$ cat src/rtl/addr_xbar_pipe.sv
// addr_xbar_pipe: registered N-lane address crossbar for port sets A and B.
// Each bank takes its address from an explicitly selected source lane, or, in
// rotate mode, from lane (bank + rot_cnt) mod N. The routed beat is held in a
// single output register under valid/ready flow control.
// Optional macro XBAR_PERM_CHECK_EN builds the sticky duplicate-select checker
// that drives perm_err; without it perm_err is tied low and err_clr is unused.
module addr_xbar_pipe #(
  parameter int unsigned N   = 8,
  parameter int unsigned ADW = 5,
  localparam int unsigned IW = $clog2(N)
) (
  input  logic            clk,
  input  logic            rst,
  input  logic            in_valid,
  output logic            in_ready,
  input  logic [N*ADW-1:0] addr_a_in,
  input  logic [N*ADW-1:0] addr_b_in,
  input  logic [N*IW-1:0]  sel_a,
  input  logic [N*IW-1:0]  sel_b,
  input  logic            mode,
  input  logic            rot_clr,
  input  logic            err_clr,
  output logic            out_valid,
  input  logic            out_ready,
  output logic [N*ADW-1:0] addr_a_out,
  output logic [N*ADW-1:0] addr_b_out,
  output logic [IW-1:0]    rot_cnt,
  output logic            perm_err
);

  logic              out_valid_q, out_valid_d;
  logic [N*ADW-1:0]  addr_a_q, addr_a_d;
  logic [N*ADW-1:0]  addr_b_q, addr_b_d;
  logic [IW-1:0]     rot_cnt_q, rot_cnt_d;
  logic [N*ADW-1:0]  route_a_c, route_b_c;
  logic [IW-1:0]     src_a, src_b;
  logic              accept_c;

  // The output slot frees up when it is empty or being drained this cycle.
  assign in_ready = !out_valid_q || out_ready;
  assign accept_c = in_valid && in_ready;

  // Per-bank source lane selection; rotate mode uses the pre-increment offset.
  always_comb begin
    route_a_c = '0;
    route_b_c = '0;
    src_a     = '0;
    src_b     = '0;
    for (int j = 0; j < N; j++) begin
      if (mode) begin
        src_a = IW'(j) + rot_cnt_q;
        src_b = IW'(j) + rot_cnt_q;
      end else begin
        src_a = sel_a[j*IW +: IW];
        src_b = sel_b[j*IW +: IW];
      end
      route_a_c[j*ADW +: ADW] = addr_a_in[src_a*ADW +: ADW];
      route_b_c[j*ADW +: ADW] = addr_b_in[src_b*ADW +: ADW];
    end
  end

  // Output slot and rotation counter next-state.
  always_comb begin
    out_valid_d = out_valid_q;
    addr_a_d    = addr_a_q;
    addr_b_d    = addr_b_q;
    rot_cnt_d   = rot_cnt_q;
    if (accept_c) begin
      out_valid_d = 1'b1;
      addr_a_d    = route_a_c;
      addr_b_d    = route_b_c;
    end else if (out_ready) begin
      out_valid_d = 1'b0;
    end
    if (rot_clr) begin
      rot_cnt_d = '0;
    end else if (accept_c && mode) begin
      rot_cnt_d = rot_cnt_q + IW'(1);
    end
  end

  // State registers.
  always_ff @(posedge clk or posedge rst) begin
    if (rst) begin
      out_valid_q <= 1'b0;
      addr_a_q    <= '0;
      addr_b_q    <= '0;
      rot_cnt_q   <= '0;
    end else begin
      out_valid_q <= out_valid_d;
      addr_a_q    <= addr_a_d;
      addr_b_q    <= addr_b_d;
      rot_cnt_q   <= rot_cnt_d;
    end
  end

  assign out_valid  = out_valid_q;
  assign addr_a_out = addr_a_q;
  assign addr_b_out = addr_b_q;
  assign rot_cnt    = rot_cnt_q;

`ifdef XBAR_PERM_CHECK_EN
  logic dup_c;
  logic perm_err_q, perm_err_d;

  // Any repeated index in either select vector means it is not a permutation.
  always_comb begin
    dup_c = 1'b0;
    for (int i = 0; i < N; i++) begin
      for (int k = i + 1; k < N; k++) begin
        if (sel_a[i*IW +: IW] == sel_a[k*IW +: IW]) dup_c = 1'b1;
        if (sel_b[i*IW +: IW] == sel_b[k*IW +: IW]) dup_c = 1'b1;
      end
    end
  end

  // Sticky error: a new violation wins over a simultaneous clear.
  always_comb begin
    perm_err_d = perm_err_q;
    if (accept_c && !mode && dup_c) begin
      perm_err_d = 1'b1;
    end else if (err_clr) begin
      perm_err_d = 1'b0;
    end
  end

  // Error flag register.
  always_ff @(posedge clk or posedge rst) begin
    if (rst) perm_err_q <= 1'b0;
    else     perm_err_q <= perm_err_d;
  end

  assign perm_err = perm_err_q;
`else
  logic unused_err_clr;
  assign unused_err_clr = err_clr;
  assign perm_err       = 1'b0;
`endif

endmodule

$ cat config.mk
export PLATFORM = sky130hd
export DESIGN_NAME = addr_xbar_pipe
export DESIGN_NICKNAME = d
export VERILOG_FILES = /design/src/rtl/addr_xbar_pipe.sv
export SDC_FILE = /design/constraint.sdc
export NUM_CORES = 1
export LEC_CHECK = 0
export CAP_MARGIN = 20
export CORE_MARGIN = 8
export CORE_UTILIZATION = 40
export CTS_CLUSTER_DIAMETER = 40
export DETAILED_ROUTE_END_ITERATION = 8
export PLACE_DENSITY = 0.73
export SETUP_SLACK_MARGIN = 0.15
export SLEW_MARGIN = 30
export SYNTH_ARGS = -nofsm -noshare
export SYNTH_HDL_FRONTEND = slang
export SYNTH_SLANG_ARGS = --single-unit
$ cat constraint.sdc
create_clock -name clk -period 7.72 [get_ports clk]
set_input_delay 1.544 -clock clk [delete_from_list [all_inputs] [get_ports clk]]
set_output_delay 1.544 -clock clk [all_outputs]
set_load 0.01 [all_outputs]
=== Word-level counts from Yosys, hierarchy flattened ===
Index checks and enable logic that the tools add are counted.

* Logic and storage cells: 69
* Register bits: 84
* Bits of input ports: 135

* Add/subtract/negate cells: 7
* Reductions and logical operators: 6
* Shifts and indexed selects: 16
* Muxes and demuxes: 20
* Multipliers: 16

{| class="wikitable"
|+ Operator list
! operator !! count
|-
| $shiftx A40 B7 Y5 || 16
|-
| $mul A3 B3 Y6 const B || 16
|-
| $mux W3 || 18
|-
| $add A3 B3 Y3 const A || 4
|-
| $add A2 B3 Y3 const A || 2
|-
| $reduce_bool A2 Y1 || 2
|-
| $add A3 B1 Y3 const B || 1
|-
| $logic_and A1 B1 Y1 || 2
|-
| $mux W1 || 2
|-
| $logic_not A1 Y1 || 1
|-
| $logic_or A1 B1 Y1 || 1
|}

=== Longest topological paths before layout ===
* Depth after elaboration: 6
* Depth in mapped cells: 13
* Depth with buffers taken out: 7

=== Worst setup path before layout ===
OpenSTA, ideal clock, no wires.

* Kind: input port to flip-flop
* Start: input mode
* End: register addr_a_q[17] (netlist: addr_a_out[17])
* Arrival time: 3262 ps
* Setup slack: 4332 ps
* Required time: 7594 ps
* Buffers on the path: 2
* Library setup time: 126 ps
* Cell stages on the path: 7
* Cells stage by stage: buf_6 -> nor2b_4 -> buf_6 -> nor2_1 -> mux4_2 -> and3_1 -> a221o_1

* Longest elaborated chain between the ends: 3

{| class="wikitable"
|+ Ends and longest elaborated chain
! what !! RTL line !! RTL
|-
| start, declared || 20 || <nowiki>input logic mode,</nowiki>
|-
| $mux W3 || 50 || <nowiki>if (mode) begin</nowiki>
|-
| $mul A3 B3 Y6 || 57 || <nowiki>route_a_c[j*ADW +: ADW] = addr_a_in[src_a*ADW +: ADW];</nowiki>
|-
| $shiftx A40 B7 Y5 || 57 ||
|-
| end signal, assigned || 91 || <nowiki>addr_a_q <= addr_a_d;</nowiki>
|-
| end, declared || 32 || <nowiki>logic [N*ADW-1:0] addr_a_q, addr_a_d;</nowiki>
|}

No other way between the ends.
A chain may end at the register's enable or synchronous reset.

=== Final worst setup path ===
* Start: input mode
* End: register addr_b_q[5] (netlist: addr_b_out[5])

* Longest elaborated chain between the ends: 3

{| class="wikitable"
|+ Ends and longest elaborated chain
! what !! RTL line !! RTL
|-
| $mux W3 || 50 ||
|-
| $mul A3 B3 Y6 || 58 || <nowiki>route_b_c[j*ADW +: ADW] = addr_b_in[src_b*ADW +: ADW];</nowiki>
|-
| $shiftx A40 B7 Y5 || 58 ||
|-
| end signal, assigned || 92 || <nowiki>addr_b_q <= addr_b_d;</nowiki>
|-
| end, declared || 33 || <nowiki>logic [N*ADW-1:0] addr_b_q, addr_b_d;</nowiki>
|}

No other way between the ends.

==> flow_summary.ini <==
[status]
outcome = completed

[die]
die_w_um = 175
die_area_um2 = 30800
start_util = 0.405
placementRows = 58
dieHeight_um = 175
coreArea_um2 = 25100
pin_count = 221

[yosys]
netlist_instances = 1148
synth_mux_area_frac = 0.274
synth_top_area_share = 0.207
yosysTopAreaCell = dfrtp_1
syn-num-nets = 1285
yosysWarnings = 0
synth_edf_count = 0
synth_compound_area_frac = 0.279
yosys.area_share.simple = 0.170
synth-adder-area-share = 0.00246
yosysMostFrequentCell = nor2_1
synth_xor_area_frac = 0.00430
synth_seq_cells = 84
synth_seq_area_share = 0.207
synth_top_family_by_area = compound AO/OA/AOI/OAI gates
synthArstFlopShare = 1.00
ys_top_cells_by_count = nor2_1 (140), o21ai_0 (106), dfrtp_1 (84)
synth.distinct_cells = 76
ys.flop_type = dfrtp_1
yosys-top-cells-area = dfrtp_1 (21%), mux4_2 (18%), o21ai_0 (5.2%)
syn-cell-area_um2 = 10200
synth_area_per_cell_um2 = 8.86

[finish]
area_delta_synth_final_pct = 24.2
final_cells = 1618
nets = 1417
drive_gt1_frac = 0.121

[route]
wirelength_um = 47000
avgViaCountPerCell = 7.05
drt_iter0_drc = 2045
wl_per_cell_um = 29.1
remaining_drc_errors = 0
routed-via-count = 11400
ant_nets = 0
first_pass_iters = 7

[cts]
cts_buffer_depth = 2
cts_buffers = 9
h-tree-depth = 3
tritoncts = built
numClockSinks = 84
postCtsSetupRepairBufs = 0
cts-root-buf = clkbuf_16
cts-resized-gates = 0
cts.clk_slew.worst_paths_ns = 0.06
ctsHoldBuffers = 0
clk_latency_ns = 0.36

[worst_setup_path]
crit_required_ns = 7.95
crit_path_end_kind = register
r2r-end = addr_b_out[35]
arrival_ns = 4.67
cp_slowest_cell = nor2b_4
path_cells = buf_4, nor2b_4, or2_1, mux4_2, a221oi_1, nor2_1
critPathMaxStageDelay_ns = 0.84
r2r-start = rot_cnt[0]
r2r_slack_ns = 3.69
critPathKind = in2reg
rr_worst_depth = 7
worstPathMaxFanout = 64
worst_setup_path_start_kind = input pin

[place]
place_inst = 1599
port_buffers = 218
gp_routability_congestion = 0.979
dp_hpwl_um = 31900

[pwr]
internal_power_mw = 1.29
pwr-share-seq = 0.280
p_sw_mw = 0.794
power_density_nw_per_um2 = 165
ir_drop_v = 0.0000982
pwr-share-comb = 0.482
p_sw_frac = 0.381
power.leakage_nw = 4.73
clockPowerShare = 0.238

[timing]
fin_crit_ns = 4.44
finalHoldViolCount = 0
rsz0062_at_grt = false
slew_viol_final = 0
clock_skew_ns = 0.00924
timing.fmax_mhz = 225
fin_tns_setup_ns = 0
worstMarginPinSlew_ns = 0.907
final.period_utilization = 0.575
setup_viol = 0
max_slew_margin = 0.394

[global_routing]
grt_use_total = 0.294
grt_pass1_wl_um = 69600
grt_start_max_net_pins = 78
grt_pass1_vias = 11000
grt-ovfl-total = 0
antenna_found_initial = 3

[min_path]
hold_class = reg2reg
min-delay-start = addr_b_out[3]
hold-path-endpoint = addr_b_out[3]
hold_depth = 2

[run]
cap_viol_max_count = 0
==> per-stage QoR <==
| step | power (mW) | hold WS (ns) | area [um2] | util | worst slack, ns |
|---|---|---|---|---|---|
| after global placement | 1.55 | 0.466 | 12300 | 0.490 | 2.98 |
| after global routing | 2.17 | 0.504 | 12600 | 0.503 | 3.09 |
| after CTS | 2.06 | 0.487 | 12600 | 0.503 | 3.33 |
| after floorplan | 1.13 | 0.516 | 10200 | - | 4.01 |
| final | 2.08 | 0.481 | 12600 | 0.503 | 3.28 |
| after detailed placement | 1.57 | 0.471 | 12300 | 0.490 | 2.95 |
==> how the worst max path moves through the flow <==
stage	depth (start not counted)	slack, ns	from	to
4_1_cts	7	3.33	mode	addr_a_out[37]
2_1_floorplan	1	4.01	rst	addr_a_out[0]
3_3_place_gp	7	2.98	mode	addr_a_out[37]
5_1_grt	6	3.09	mode	addr_b_out[5]
6_report	6	3.28	mode	addr_b_out[5]
3_5_place_dp	7	2.95	mode	addr_a_out[37]
==> final cells by class <==
type,count,area [um2]
Antenna cell,3,7.51
Clock buffer,10,229
Clock inverter,6,88.8
Fill cell,2389,12500
Inverter,31,118
Multi-Input combinational cell,928,7440
Sequential cell,84,2100
Tap cell,330,413
Timing Repair Buffer,226,2240
==> power by group through the flow <==
stage / Clock, mW / Sequential (mW) / Combinational, mW
detailed placement: 0 / 0.590 / 0.976
finish: 0.497 / 0.583 / 1.00
CTS: 0.497 / 0.583 / 0.983
global route: 0.514 / 0.593 / 1.06
floorplan: 0 / 0.618 / 0.514
global placement: 0 / 0.587 / 0.968
==> state kept, by name (all words and copies together) (netlist names) <==
signal and count:
addr_a_out 40, rot_cnt 3, out_valid 1, addr_b_out 40
==> cells in the final DEF (no fill, tap or decap), types with 10 or more instances in the layout <==
cell type / n
inv_1: 29
o21ai_0: 106
a31oi_1: 22
a211oi_1: 10
a21oi_1: 49
mux4_2: 80
nand2b_1: 44
nor3_1: 29
a221o_1: 20
o211ai_1: 27
a221oi_1: 18
mux4_1: 19
o22ai_1: 28
dfrtp_1: 83
or2_2: 11
nor2_1: 140
o21ai_1: 14
clkdlybuf4s50_1: 217
nor2b_1: 41
mux2i_1: 28
a22oi_1: 28
o32ai_1: 14
o221ai_1: 12
nand2_1: 66
==> worst max-delay path: cells and delay by family <==
family,cells,cell delay (ns)
simple gates,3,1.44
mux,1,0.57
compound gates,1,0.43
buf+inv,1,0.61
==> routing by layer <==
layer	up-vias	part of all wire	track usage
li1	4723	-	-
met1	5354	0.38	0.402
met2	1070	0.41	0.411
met3	253	0.16	0.0990
met4	0	0.054	0.138
met5	-	0	0
==> cell families (layout without fill, tap and decap cells) <==
family	Yosys count	in the layout
AOI/OAI and AO/OA	418	418
xor gates and xnor gates	5	5
adders and majority gates	2	2
buffers and inverters	136	273
DFF	84	84
muxes	140	140
other	1	4
and+or+nand+nor	362	362
No activity file was read; power rests on OpenSTA's default activity.
